$ cat src/rtl/instr_fetch_if.sv
`default_nettype none
// ============================================================================
// Module      : instr_fetch_if
// Description : Instruction-memory bus between the fetch stage (master) and
//               the 8K x 17-bit instruction memory (slave).
// Revision    : 1.0 - initial release
// ============================================================================
interface instr_fetch_if;
    logic [15:0] addr;
    logic        rd_en;
    logic [16:0] instr;

    modport master (output addr, output rd_en, input instr);
    modport slave  (input addr, input rd_en, output instr);
endinterface
`default_nettype wire

$ cat src/rtl/instr_fetch.sv
`default_nettype none
// ============================================================================
// Module      : instr_fetch
// Description : Instruction fetch stage. Owns the PC, drives the instruction
//               memory (read on the falling edge) and captures the returned
//               word into the IF/ID register. Handles stall, redirect, HLT
//               detection and out-of-range redirect faults.
//               Optional macro FETCH_PERF_CNT_EN adds saturating fetch_cnt and
//               stall_cnt outputs.
// Revision    : 1.0 - initial release
// ============================================================================
module instr_fetch #(
    parameter logic [15:0] RESET_PC = 16'h0000,
    parameter int          IM_DEPTH = 8192,
    parameter logic [3:0]  HLT_OPC  = 4'hF
) (
    input  wire logic          clk,
    input  wire logic          rst,
    input  wire logic          stall,
    input  wire logic          redirect,
    input  wire logic [15:0]   br_tgt,
    instr_fetch_if.master      mem,
    output logic      [16:0]   instr_ID,
    output logic      [15:0]   pc_ID,
    output logic               valid_ID,
    output logic               halted,
    output logic               fault
`ifdef FETCH_PERF_CNT_EN
    ,
    output logic      [15:0]   fetch_cnt,
    output logic      [15:0]   stall_cnt
`endif
);

    localparam logic [0:0]  c_run     = 1'b0;
    localparam logic [0:0]  c_halt    = 1'b1;
    // 17-bit so that a 16-bit target can be compared against a depth of 65536
    localparam logic [16:0] c_depth   = 17'(IM_DEPTH);
    localparam logic [15:0] c_last_pc = 16'(IM_DEPTH - 1);

    logic [0:0]  r_state;
    logic [15:0] r_pc;
    logic [16:0] r_instr_id;
    logic [15:0] r_pc_id;
    logic        r_valid_id;
    logic        r_fault;

    logic        w_capture;
    logic        w_tgt_bad;
    logic        w_is_hlt;
    logic [15:0] w_pc_next;

    // A real capture happens only in RUN, unstalled and not squashed by redirect
    always_comb begin
        w_capture = (r_state == c_run) && !stall && !redirect;
        w_tgt_bad = ({1'b0, br_tgt} >= c_depth);
        w_is_hlt  = (mem.instr[15:12] == HLT_OPC);
        w_pc_next = (r_pc == c_last_pc) ? 16'h0000 : r_pc + 16'd1;
    end

    // Memory-side drive: rd_en depends combinationally on stall so a stalled
    // cycle leaves the memory output untouched
    always_comb begin
        mem.addr  = r_pc;
        mem.rd_en = !rst && (r_state == c_run) && !stall;
    end

    // PC, IF/ID register and RUN/HALT state; redirect outranks stall and HLT
    always_ff @(posedge clk) begin
        if (rst) begin
            r_state    <= c_run;
            r_pc       <= RESET_PC;
            r_instr_id <= 17'h0;
            r_pc_id    <= 16'h0;
            r_valid_id <= 1'b0;
            r_fault    <= 1'b0;
        end else if (redirect) begin
            r_pc       <= br_tgt;
            r_valid_id <= 1'b0;
            if (w_tgt_bad) begin
                r_state <= c_halt;
                r_fault <= 1'b1;
            end else begin
                r_state <= c_run;
            end
        end else if (r_state == c_run) begin
            if (!stall) begin
                r_instr_id <= mem.instr;
                r_pc_id    <= r_pc;
                r_valid_id <= 1'b1;
                if (w_is_hlt) begin
                    // PC stays on the HLT so a later redirect is the only exit
                    r_state <= c_halt;
                end else begin
                    r_pc <= w_pc_next;
                end
            end
        end else begin
            r_valid_id <= 1'b0;
        end
    end

    assign instr_ID = r_instr_id;
    assign pc_ID    = r_pc_id;
    assign valid_ID = r_valid_id;
    assign halted   = (r_state == c_halt);
    assign fault    = r_fault;

`ifdef FETCH_PERF_CNT_EN
    logic [15:0] r_fetch_cnt;
    logic [15:0] r_stall_cnt;

    // Saturating counters of valid captures and stalled RUN cycles
    always_ff @(posedge clk) begin
        if (rst) begin
            r_fetch_cnt <= 16'h0;
            r_stall_cnt <= 16'h0;
        end else begin
            if (w_capture && (r_fetch_cnt != 16'hFFFF)) begin
                r_fetch_cnt <= r_fetch_cnt + 16'd1;
            end
            if ((r_state == c_run) && stall && (r_stall_cnt != 16'hFFFF)) begin
                r_stall_cnt <= r_stall_cnt + 16'd1;
            end
        end
    end

    assign fetch_cnt = r_fetch_cnt;
    assign stall_cnt = r_stall_cnt;
`endif

endmodule
`default_nettype wire

$ cat src/flat_wrapper.sv
// flat-port wrapper written by rule: the top's interface ports become plain ports
module instr_fetch_flat 
#(
    parameter logic [15:0] RESET_PC = 16'h0000,
    parameter int          IM_DEPTH = 8192,
    parameter logic [3:0]  HLT_OPC  = 4'hF
)
  (clk, rst, stall, redirect, br_tgt, instr_ID, pc_ID, valid_ID, halted, fault, mem_addr, mem_rd_en, mem_instr);
  instr_fetch_if mem_i ();
  input  wire logic clk;
  input  wire logic rst;
  input  wire logic stall;
  input  wire logic redirect;
  input  wire logic [15:0] br_tgt;
  output logic      [16:0] instr_ID;
  output logic      [15:0] pc_ID;
  output logic valid_ID;
  output logic halted;
  output logic fault;
  output wire logic [$bits(mem_i.addr)-1:0] mem_addr;
  output wire logic [$bits(mem_i.rd_en)-1:0] mem_rd_en;
  input wire logic [$bits(mem_i.instr)-1:0] mem_instr;
  assign mem_addr = mem_i.addr;
  assign mem_rd_en = mem_i.rd_en;
  assign mem_i.instr = mem_instr;
  instr_fetch #(.RESET_PC(RESET_PC), .IM_DEPTH(IM_DEPTH), .HLT_OPC(HLT_OPC)) u_core (.clk(clk), .rst(rst), .stall(stall), .redirect(redirect), .br_tgt(br_tgt), .mem(mem_i), .instr_ID(instr_ID), .pc_ID(pc_ID), .valid_ID(valid_ID), .halted(halted), .fault(fault));
endmodule
$ cat config.mk
export PLATFORM = sky130hd
export DESIGN_NAME = instr_fetch_flat
export DESIGN_NICKNAME = d
export VERILOG_FILES = /design/src/rtl/instr_fetch_if.sv /design/src/rtl/instr_fetch.sv /design/src/flat_wrapper.sv
export SDC_FILE = /design/constraint.sdc
export NUM_CORES = 1
export LEC_CHECK = 0
export ABC_AREA = 1
export CELL_PAD_IN_SITES_DETAIL_PLACEMENT = 0
export CELL_PAD_IN_SITES_GLOBAL_PLACEMENT = 1
export CORE_ASPECT_RATIO = 1.1
export CORE_MARGIN = 5
export CORE_UTILIZATION = 30
export CTS_BUF_LIST = sky130_fd_sc_hd__clkbuf_2 sky130_fd_sc_hd__clkbuf_4 sky130_fd_sc_hd__clkbuf_8
export DETAILED_ROUTE_END_ITERATION = 6
export GPL_TIMING_DRIVEN = 0
export PLACE_DENSITY_LB_ADDON = 0.08
export RECOVER_POWER = 25
export SYNTH_ARGS = -nofsm -noshare
export SYNTH_HDL_FRONTEND = slang
export SYNTH_SLANG_ARGS = --single-unit
export TNS_END_PERCENT = 10
$ cat constraint.sdc
create_clock -name clk -period 1.79 [get_ports clk]
set_input_delay 0.358 -clock clk [delete_from_list [all_inputs] [get_ports clk]]
set_output_delay 0.358 -clock clk [all_outputs]
set_load 0.02 [all_outputs]
# --- Yosys cells after proc, flatten, opt, wreduce, memory -nomap -nowiden ---
# Cells that the tools add are included.
# Widths: inputs -> output; s select.
word_totals:
  memories: 0
  latchBits: 0
  romBits: 0
  ramBits: 0
  elab_cells: 34
  ff_bits: 52
  inputBits: 37
  output_inout_bits: 53
classes:
  n_reduce_logical: 8
  n_eq_ne: 5
  div_mod_pow: 0
  magnitude_cmp: 1
  mux: 10
  shifts: 0
  n_bitwise: 3
  add_sub_neg: 1
  multipliers: 0
ops:
  columns: ["operator", "count"]
  rows:
  - ["$mux 16", 5]
  - ["$add 16x1->16 const B", 1]
  - ["$eq 16x13->1 const B", 1]
  - ["$ge 16x14->1 const B", 1]
  - ["$reduce_and 3->1", 2]
  - ["$mux 1", 5]
  - ["$eq 4x4->1 const B", 1]
  - ["$ne 2x2->1 const B", 2]
  - ["$not 1->1", 3]
  - ["$reduce_or 3->1", 1]
  - ["$logic_and 1x1->1", 2]
  - ["$logic_not 1->1", 2]
  - ["$ne 2x1->1 const B", 1]
  - ["$reduce_and 2->1", 1]

# --- Longest topological paths before layout ---
# Gate-level depths: netlist of run 1.
logic_depth:
  word_depth: 6
  mapped_depth: 8
  depth_no_buf: 8

# --- Worst setup path after synthesis of run 1 ---
# Ideal clock, no wire load.
synth_timing:
  kind: "register to register"
  from: "register u_core.r_pc[1], in the netlist u_core.mem.addr[1]"
  to: "register u_core.r_pc[14], in the netlist u_core.mem.addr[14]"
  stages_incl_launch_ff: 9
  path_buffers: 0
  setup_ns: 0.128
  required_time_ns: 1.662
  t_arrival_ns: 1.409
  slack_ns: 0.254
  synth_period_minus_slack_ns: 1.536
  cell_sequence: "dfxtp_1 > ha_1 > nand2_1 > nor2_2 > nand3_2 > nor2_4 > nor2_8 > a21oi_1 > nor2_1"
synth_between:
  elab_chain_len: 6
  word_cells_on_any_way: 7
  classes_between: "1 x add/sub; 1 x eq/ne; 5 x mux"
synth_rtl:
  columns: ["element", "line", "source"]
  rows:
  - ["from (decl)", "instr_fetch.sv:42", "logic [15:0] r_pc;"]
  - ["from (signal assigned)", "instr_fetch.sv:78", "r_pc <= br_tgt;"]
  - ["from (signal assigned)", "instr_fetch.sv:95", "r_pc <= w_pc_next;"]
  - ["$add 16x1->16 / $eq 16x13->1 (equally long branches)", "instr_fetch.sv:58", "w_pc_next = (r_pc == c_last_pc) ? 16'h0000 : r_pc + 16'd1;"]
  - ["$mux 16 (*)", "instr_fetch.sv:58", null]
  - ["$mux 16 (*)", "instr_fetch.sv:91", "if (w_is_hlt) begin"]
  - ["$mux 16 (*)", "instr_fetch.sv:87", "if (!stall) begin"]
  - ["$mux 16 (*)", "instr_fetch.sv:86", "end else if (r_state == c_run) begin"]
  - ["$mux 16 (*)", "instr_fetch.sv:77", "end else if (redirect) begin"]
# Mark *: on every way between the ends. The rest lies on a longest branch, timed or not. The select of a mux whose other input is x is not followed.
# A chain may end at the register's enable or synchronous reset.

# --- Worst setup path in the final report of run 1 ---
layout_timing:
  from: "register u_core.r_pc[9], in the netlist u_core.mem.addr[9]"
  to: "output port mem_addr[9]"
layout_rtl:
  columns: ["element", "line", "source"]
  rows:
  - ["to (decl)", "flat_wrapper.sv:20", "output wire logic [$bits(mem_i.addr)-1:0] mem_addr;"]
# No word-level cell between the ends.

==> impl_metrics.json, run 1 <==
{
  "grt_start_max_net_pins": 17,
  "use_met1_pct": 19.50,
  "yosysMostFrequentCell": "nor2_1",
  "p_leak_nw": 1.376,
  "core_um2": 7785,
  "final_nets": 470,
  "ff2ff_path_depth": 8,
  "instances_no_fill": 541,
  "synth_fp_nets": 374,
  "crit_arrival_ns": 1.37,
  "totalPowerFinal_mw": 2.627,
  "grt_antenna_before_repair": 0,
  "fmax_ghz": 0.5775,
  "die_h_um": 103.0,
  "ys_warn_count": 0,
  "p_int_mw": 1.826,
  "crit_end": "mem_addr[9]",
  "num_rows": 34,
  "cts_buffers": 5,
  "fill_cells": 824,
  "path_delay_family": "buffers and inverters",
  "path_class": "reg2out",
  "rrSetupSlack_ns": 0.22,
  "cpMaxStageDelayCell": "clkdlybuf4s50_1",
  "cts_tree": "built",
  "post_cts.repair.setup_buffers": 0,
  "utilization_pct": 44.70,
  "clock-root-buffer": "clkbuf_8",
  "path_depth": 1,
  "grt_pass1_wl_um": 12010,
  "yosysSeqAreaShare_pct": 44.16,
  "busiest_layer": "met2",
  "first_global_vias": 2399,
  "gr-total-overflow": 0,
  "setup_viol_count_final": 0,
  "dp_cells": 533,
  "htreeDepth": 2,
  "clock_sinks": 52,
  "finClkSkew_ns": 0.009802,
  "tightestPinTransition_ns": 0.6056,
  "p_clk_share_pct": 28.2,
  "fin_setup_tns_ns": 0,
  "gp_congestion": 0.8121,
  "io_buffers": 89,
  "die_area_um2": 9732,
  "syn_inst": 336,
  "grt_use_met3_pct": 5.474,
  "cpPeakStageDelay_ns": 0.64,
  "drc_errors": 0,
  "vias": 2488,
  "crit_required_ns": 1.43,
  "area_delta_synth_final_pct": 47.61,
  "diodes": 0,
  "avgSynthCellArea_um2": 7.016,
  "initial_core_util_pct": 30.28,
  "synth_top_area_share_pct": 44.16,
  "synthTopCellsByCount": "nor2_1, nand2_1, dfxtp_1",
  "insertion_delay_ns": 0.31,
  "synth_top_area_cell": "dfxtp_1",
  "timing.rr.start": "u_core.mem.addr[1]$_SDFFE_PP0P_",
  "synth_area_um2": 2357,
  "worst_hold_slack_ns": 0.4320,
  "layout_worst_path_cycle_share_pct": 96.73,
  "viasPerCell": 4.599,
  "io_pins": 90,
  "synth_edf_count": 0,
  "crit_buf_inv": 1,
  "hold_path_class": "in2reg",
  "ys.flop_type": "dfxtp_1",
  "critPathCaptureType": "output pin",
  "peakVddDrop_uv": 347.6,
  "cp_cell_sequence": "clkdlybuf4s50_1",
  "grt_use_total_pct": 15.99,
  "grt_util_met2_pct": 26.69,
  "finalWorstPathRequiredPeriod_ns": 1.731,
  "final-hold-violation-count": 0,
  "cts.path.max_buffers": 2,
  "drt_iter0_markers": 95,
  "final_max_slew_viol_count": 0,
  "power_density_nw_per_um2": 754.9,
  "relSlewSlack_pct": 59.63,
  "async_flop_share_pct": 0,
  "ys_types": 26,
  "cap_violations": 0,
  "power_frac_comb_pct": 22.5,
  "outcome": "finished clean",
  "routedWlPerCell_um": 14.42,
  "ys_ff_latch": 52,
  "synth.area.top_cells": "dfxtp_1, o21ai_0, nor2_1",
  "die_w_um": 94.52,
  "finalWirelength_um": 7799,
  "switching_share_pct": 30.48,
  "place_hpwl_um": 5793,
  "switchingPower_mw": 0.8005,
  "cp_max_fo": 5,
  "path_clk_slew_ns": 0.11,
  "crit_path_start": "u_core.mem.addr[9]$_SDFFE_PP0P_",
  "startpoint_type": "flop",
  "r2r-end": "u_core.mem.addr[14]$_SDFFE_PP0P_",
  "drtPass1Iterations": 4,
  "pwr-share-seq_pct": 49.4,
  "drive_gt1_share_pct": 6.928,
  "ant_nets": 0
}
## layout by cell type, fill, tap and decap left out
master / n
dfxtp_2: 1
o22ai_1: 1
nor3_1: 1
nand2_1: 58
clkinv_2: 1
buf_4: 3
inv_6: 1
xor2_1: 3
nand3_2: 1
ha_1: 1
nand3_1: 13
and3_1: 1
clkbuf_1: 9
nand4_1: 7
nor2_4: 2
buf_8: 1
inv_2: 1
o21ai_0: 51
a31oi_1: 1
dlymetal6s2s_1: 1
o21ai_2: 1
clkbuf_16: 1
dfxtp_1: 51
buf_2: 3
nand2_4: 1
nor2_2: 3
a21oi_1: 31
clkdlybuf4s50_1: 80
clkbuf_8: 6
inv_1: 29
nor2_8: 1
nor3b_1: 1
clkbuf_2: 3
nor2_1: 61
dlygate4sd2_1: 3
## power groups by stage
| stage | Combinational [mW] | Sequential [mW] | Clock (mW) |
|---|---|---|---|
| 2_1_floorplan | 0.196 | 1.41 | 0 |
| 3_3_place_gp | 0.595 | 1.32 | 0 |
| 3_5_place_dp | 0.598 | 1.32 | 0 |
| 4_1_cts | 0.604 | 1.30 | 0.764 |
| 5_1_grt | 0.643 | 1.31 | 0.818 |
| 6_report | 0.590 | 1.30 | 0.739 |
## worst min path at each step
stage                                  endpoint  depth (start not counted)  slack, ns                      start
6_report       u_core.mem.addr[15]$_SDFFE_PP0P_                          3       0.43                        rst
5_1_grt        u_core.mem.addr[15]$_SDFFE_PP0P_                          3       0.44                        rst
4_1_cts               u_core.fault$_SDFFE_PP0P_                          2       0.47  u_core.fault$_SDFFE_PP0P_
3_5_place_dp          u_core.fault$_SDFFE_PP0P_                          2       0.45  u_core.fault$_SDFFE_PP0P_
3_3_place_gp          u_core.fault$_SDFFE_PP0P_                          2       0.44  u_core.fault$_SDFFE_PP0P_
2_1_floorplan  u_core.instr_ID[10]$_SDFFE_PP0P_                          2       0.49              mem_instr[10]
## registers in the layout (all words and copies together), names as in the netlist
signal,cells
u_core.mem.addr,16
u_core.instr_ID,17
u_core.valid_ID,1
u_core.pc_ID,16
u_core.fault,1
u_core.halted,1
## per-stage QoR
step | area (µm²) | worst slack, ns
6_report | 3480 | 0.05854
5_1_grt | 3480 | -0.007599
4_1_cts | 3503 | 0.0001507
3_5_place_dp | 3383 | -1.049
3_3_place_gp | 3383 | -0.9988
2_1_floorplan | 2357 | 0.2539
## cell type report
type / count / area (µm²) / share of cell area [%]
Inverter: 30 / 112.6 / 3.236
Tap cell: 108 / 135.1 / 3.884
Timing Repair Buffer: 89 / 862.1 / 24.78
Multi-Input combinational cell: 239 / 1127 / 32.40
Buffer: 15 / 103.9 / 2.985
Sequential cell: 52 / 1042 / 29.95
Clock inverter: 2 / 13.76 / 0.3955
Clock buffer: 6 / 82.58 / 2.373
## what timing repair did
action	4_1_cts	5_1_grt
cloned	0	0
resized for setup	15	11
hold buffers	0	0
endpoints found under the hold margin	0	0
endpoints found under the setup margin	5	8
## routing by layer
metal	up-vias	routed length, µm
met5	-	0
met4	0	123
met3	10	651
met2	75	3625
met1	1124	3398
li1	1279	-
## logic make-up (layout without fill, tap and decap cells)
| kind of cell | after synthesis | count (layout) | share of synthesized area, % |
|---|---|---|---|
| buffers and inverters | 45 | 142 | 8.014 |
| XOR/XNOR | 3 | 3 | 1.115 |
| adder cells (fa/ha/maj) | 1 | 1 | 0.5307 |
| AO/OA/AOI/OAI | 85 | 85 | 18.31 |
| flip-flops | 52 | 52 | 44.16 |
| AND/OR/NAND/NOR | 150 | 150 | 27.87 |
(Power assumes the default switching activity.)
==> run 2: changes to the inputs <==
SKIP_CTS_REPAIR_TIMING = 1   (was default)
clock period = 1.7 ns   (was 1.79 ns; I/O delays follow)
==> impl_metrics.json, run 2 (synthesis gave the netlist of run 1 again) <==
{
  "critPathCaptureType": "output pin",
  "cap_violations": 0,
  "highest_layer": "met4",
  "pre_cts_ws_ns": -1.103,
  "switching_share_pct": 30.78,
  "cp_max_fo": 10,
  "layout_worst_path_cycle_share_pct": 101.3,
  "fmax_ghz": 0.5809,
  "relSlewSlack_pct": 72.80,
  "layout_setup_ws_ns": -0.02144,
  "clock-root-buffer": "clkbuf_8",
  "num_rows": 34,
  "drive_gt1_share_pct": 8.083,
  "cts_buffers": 5,
  "largest_reg_flops": 17,
  "whs_endpoint": "u_core.fault$_SDFFE_PP0P_",
  "area_delta_synth_final_pct": 44.48,
  "drc_errors": 0,
  "p_int_mw": 1.905,
  "wl_met3_um": 599,
  "grt_antenna_before_repair": 0,
  "pwr-share-seq_pct": 49.7,
  "final_max_slew_viol_count": 0,
  "ff_latch_area_um2": 1047,
  "fill_cells": 835,
  "vias": 2504,
  "drt_iter0_markers": 113,
  "violations": "negative setup slack",
  "finClkSkew_ns": 0.008426,
  "drtPass1Iterations": 4,
  "multi_input_area_um2": 1134,
  "final_nets": 470,
  "switchingPower_mw": 0.8470,
  "fin_setup_tns_ns": -0.02144,
  "worst_hold_slack_ns": 0.4637,
  "final_common_cell": "clkdlybuf4s50_1",
  "m1WireLength_um": 3429,
  "min_from": "u_core.fault$_SDFFE_PP0P_",
  "die_area_um2": 9732,
  "rrSetupSlack_ns": 0.16,
  "finalWorstPathRequiredPeriod_ns": 1.721,
  "crit_arrival_ns": 1.38,
  "outcome": "complete, but fails checks",
  "viasPerCell": 4.628,
  "finalWirelength_um": 7787,
  "p_clk_share_pct": 28.4,
  "gr-total-overflow": 0,
  "clock_sinks": 52,
  "grt_setup_unrepaired": "true",
  "ff2ff_path_depth": 6,
  "ant_nets": 0,
  "crit_required_ns": 1.36,
  "gp_congestion": 0.8121,
  "htreeDepth": 2,
  "power_density_nw_per_um2": 808.1,
  "p_leak_nw": 1.322,
  "initial_core_util_pct": 30.28,
  "timing.rr.start": "u_core.halted$_SDFF_PP0_",
  "path_clk_slew_ns": 0.10,
  "peakVddDrop_uv": 374.7,
  "cts_tree": "built",
  "first_global_vias": 2394,
  "wl_met2_um": 3636,
  "grt_pass1_wl_um": 11990,
  "routedWlPerCell_um": 14.39,
  "path_class": "in2out",
  "hold_path_class": "reg2reg",
  "insertion_delay_ns": 0.31,
  "die_w_um": 94.52,
  "cts.path.max_buffers": 2,
  "power_frac_comb_pct": 21.9,
  "diodes": 0,
  "startpoint_type": "input pin",
  "final-hold-violation-count": 0,
  "holdPathStages": 2,
  "tightestPinTransition_ns": 0.4081,
  "setup_viol_count_final": 1,
  "io_pins": 90,
  "place_hpwl_um": 5793,
  "grt_start_max_net_pins": 17,
  "layout_common_cells": "clkdlybuf4s50_1, nor2_1, nand2_1",
  "core_um2": 7785,
  "io_buffers": 89,
  "r2r-end": "u_core.pc_ID[5]$_SDFFE_PP0P_",
  "die_h_um": 103.0,
  "utilization_pct": 43.75,
  "grt_use_total_pct": 15.99
}
-- run 2: cell count changes in the layout (fill, tap and decap cells not counted), moves of 2 or more --
cell,change
clkbuf_2,-3
clkdlybuf4s50_1,-7
dfxtp_1,-4
dfxtp_2,+4
buf_6,+2
dlygate4sd2_1,-3
buf_2,+3
clkbuf_1,+11
-- run 2: power by group through the flow --
stage                     clock network [mW]  logic (mW)  registers (mW)
final                                  0.783       0.602            1.37
after global routing                   0.861       0.657            1.38
after CTS                              0.805       0.632            1.37
after detailed placement                   0       0.630            1.39
after global placement                     0       0.627            1.39
after floorplan                            0       0.206            1.48
-- run 2: metal layers --
| metal | vias to the layer above | global-route usage, % |
|---|---|---|
| met1 | 1141 | 19.81 |
| met5 | - | 0 |
| met3 | 10 | 5.109 |
| met4 | 0 | 4.883 |
| li1 | 1280 | - |
| met2 | 73 | 26.58 |
-- run 2: layout make-up --
class	count	share of cell area [%]
multi-input cells	239	33.28
flip-flops and latches	52	30.75
repair buffers	89	23.25
well taps	108	3.968
inverters	30	3.306
plain buffers	15	2.608
clock buffers	6	2.425
clock inverters	2	0.4041
-- run 2: critical path: stages --
cell and delay [ns]:
clkdlybuf4s50_1 0.50, buf_6 0.16, buf_6 0.16, nor2_1 0.05, buf_2 0.16
-- run 2: worst max-delay path by stage --
| stage | start | end | slack [ns] | depth (start not counted) |
|---|---|---|---|---|
| after floorplan | u_core.mem.addr[1]$_SDFFE_PP0P_ | u_core.mem.addr[14]$_SDFFE_PP0P_ | 0.16 | 8 |
| after global placement | rst | mem_rd_en | -1.05 | 5 |
| after detailed placement | rst | mem_rd_en | -1.10 | 5 |
| after CTS | rst | mem_rd_en | -1.08 | 5 |
| after global routing | rst | mem_rd_en | -0.08 | 5 |
| final | rst | mem_rd_en | -0.02 | 5 |
-- run 2: per-stage QoR --
step / area (µm²) / total power [mW] / instances
after floorplan: 2357 / 1.687 / 336
after global placement: 3383 / 2.020 / 533
after detailed placement: 3383 / 2.023 / 533
after CTS: 3480 / 2.804 / 541
after global routing: 3406 / 2.900 / 541
final: 3406 / 2.752 / 541
==> run 3: changes to the inputs <==
ABC_AREA = 0   (was 1)
==> impl_metrics.json, run 3 <==
{
  "outcome": "finished clean",
  "cts_buffers": 5,
  "ys_types": 38,
  "place_hpwl_um": 5270,
  "core_um2": 7473,
  "crit_required_ns": 1.88,
  "path_class": "reg2reg",
  "crit_arrival_ns": 1.88,
  "yosysSeqAreaShare_pct": 45.39,
  "fill_cells": 759,
  "cpMaxStageDelayCell": "dfxtp_4",
  "peakVddDrop_uv": 357.2,
  "num_rows": 33,
  "final-hold-violation-count": 0,
  "avgSynthCellArea_um2": 7.936,
  "vias": 2399,
  "htreeDepth": 2,
  "clock-root-buffer": "clkbuf_8",
  "grt_antenna_before_repair": 0,
  "startpoint_type": "flop",
  "cp_max_fo": 6,
  "drtPass1Iterations": 4,
  "io_pins": 90,
  "yosysMostFrequentCell": "nand2_1",
  "drt_iter0_markers": 120,
  "layout_worst_path_cycle_share_pct": 99.65,
  "setup_viol_count_final": 0,
  "dpl_cell_area_um2": 3308,
  "gr-total-overflow": 0,
  "crit_buf_inv": 0,
  "viasPerCell": 4.741,
  "largest_reg_flops": 17,
  "synth_top_area_cell": "dfxtp_1",
  "die_w_um": 93.37,
  "syn_inst": 289,
  "insertion_delay_ns": 0.31,
  "routedWlPerCell_um": 14.60,
  "drc_errors": 0,
  "power_density_nw_per_um2": 745.6,
  "multi_input_area_um2": 1222,
  "finalWorstPathRequiredPeriod_ns": 1.694,
  "ant_nets": 0,
  "grt_start_max_net_pins": 16,
  "grt_setup_unrepaired": "true",
  "synthTopCellsByCount": "nand2_1, dfxtp_1, a21oi_1",
  "cap_violations": 0,
  "drive_gt1_share_pct": 14.21,
  "ys_ff_latch": 52,
  "synth_fp_nets": 327,
  "grt_use_total_pct": 15.36,
  "clock_sinks": 52,
  "diodes": 0,
  "io_buffers": 88,
  "tightestPinTransition_ns": 0.6092,
  "synth_edf_count": 0,
  "timing.rr.start": "u_core.mem.addr[1]$_SDFFE_PP0P_",
  "holdPathStages": 2,
  "finClkSkew_ns": 0.007724,
  "synth.area.top_cells": "dfxtp_1, nand2_1, a21oi_1",
  "cts.path.max_buffers": 2,
  "ff2ff_path_depth": 6,
  "synth_area_um2": 2293,
  "cp_cell_sequence": "ha_4 -> nand3_4 -> nor4_4 -> a21oi_4 -> a222oi_1 -> nor2_1",
  "rrSetupSlack_ns": 0.006,
  "area_delta_synth_final_pct": 59.19,
  "finalWirelength_um": 7390,
  "initial_core_util_pct": 30.69,
  "path_delay_family": "simple AND/OR/NAND/NOR gates",
  "grt_pass1_wl_um": 11560,
  "min_from": "rst",
  "p_leak_nw": 1.494,
  "async_flop_share_pct": 0,
  "r2r-end": "u_core.mem.addr[9]$_SDFFE_PP0P_",
  "ys.flop_type": "dfxtp_1",
  "critPathCaptureType": "flop",
  "hold_path_class": "in2reg",
  "ys_warn_count": 0,
  "path_clk_slew_ns": 0.10,
  "relSlewSlack_pct": 59.07,
  "gp_congestion": 0.7938,
  "final_nets": 438,
  "ff_latch_area_um2": 1056,
  "whs_endpoint": "u_core.halted$_SDFF_PP0_",
  "layout_common_cells": "nand2_1, clkdlybuf4s50_1, a21oi_1",
  "fmax_ghz": 0.5903,
  "first_global_vias": 2217,
  "die_h_um": 101.7,
  "final_common_cell": "nand2_1",
  "final_max_slew_viol_count": 0,
  "cpPeakStageDelay_ns": 0.39,
  "cts_tree": "built",
  "fin_area_um2": 3651,
  "die_area_um2": 9495,
  "utilization_pct": 48.85,
  "synth_top_area_share_pct": 45.39
}
-- run 3: changes by cell type after synthesis, sizes merged, moves of 17 or more --
| cell | change |
|---|---|
| a21oi | +17 |
| o21ai | -49 |
| inv | -28 |
| nor2 | -53 |
| nand2 | +28 |
-- run 3: cell families after synthesis --
group	count (synthesis)	synth area share, %
simple gates	140	29.41
fa+ha+maj	1	0.5455
flops	52	45.39
compound gates	69	17.73
xor+xnor	6	2.291
buf+inv	19	3.764
mux	2	0.8729
-- run 3: area by class of cell --
cell class | instances | area share [%]
plain buffers | 17 | 2.296
clock inverters | 2 | 0.9596
repair buffers | 104 | 28.44
flip-flops and latches | 52 | 28.92
multi-input cells | 218 | 33.48
inverters | 2 | 0.2056
well taps | 105 | 3.598
clock buffers | 6 | 2.090
-- run 3: report_power, final --
part           leakage (nW)  internal [mW]  switching (mW)
clock network        0.0586          0.454           0.416
registers             0.428           1.27          0.0639
logic                  1.01          0.254           0.261
total                  1.49           1.98           0.741
-- run 3: routing by layer --
metal	up-vias	part of all wire (%)	wire length, µm	global-route usage [%]
met5	-	0	0	0
li1	1220	-	-	-
met2	63	47	3478	24.48
met1	1111	46	3382	20.31
met4	0	1.1	78	4.510
met3	5	6.1	451	4.309
-- run 3: worst register-to-register path, cell delays in order (launching register included) --
cell and delay [ns]:
dfxtp_4 0.39, ha_4 0.16, nand3_4 0.10, nor4_4 0.39, a21oi_4 0.13, a222oi_1 0.33, nor2_1 0.06
-- run 3: worst max path at each step --
stage / startpoint / to / slack (ns) / depth (start not counted)
final: u_core.mem.addr[1]$_SDFFE_PP0P_ / u_core.mem.addr[9]$_SDFFE_PP0P_ / 0.006 / 6
after CTS: rst / mem_rd_en / -0.40 / 4
after global placement: redirect / u_core.mem.addr[11]$_SDFFE_PP0P_ / -0.55 / 5
after global routing: u_core.mem.addr[1]$_SDFFE_PP0P_ / u_core.mem.addr[9]$_SDFFE_PP0P_ / -0.11 / 6
after detailed placement: redirect / u_core.mem.addr[11]$_SDFFE_PP0P_ / -0.57 / 5
after floorplan: u_core.mem.addr[8]$_SDFFE_PP0P_ / u_core.mem.addr[1]$_SDFFE_PP0P_ / 0.07 / 6
-- run 3: stage by stage --
| step | setup WS, ns | total power [mW] | cells | setup TNS, ns | hold WS [ns] |
|---|---|---|---|---|---|
| finish | 0.005905 | 2.722 | 506 | 0 | 0.4207 |
| global route | -0.1086 | 2.866 | 506 | -1.182 | 0.4695 |
| CTS | -0.3963 | 2.735 | 490 | -6.624 | 0.4131 |
| detailed placement | -0.5728 | 1.850 | 482 | -20.98 | 0.4453 |
| global placement | -0.5494 | 1.849 | 482 | -22.08 | 0.4410 |
| floorplan | 0.06525 | 1.585 | 289 | 0 | 0.4669 |
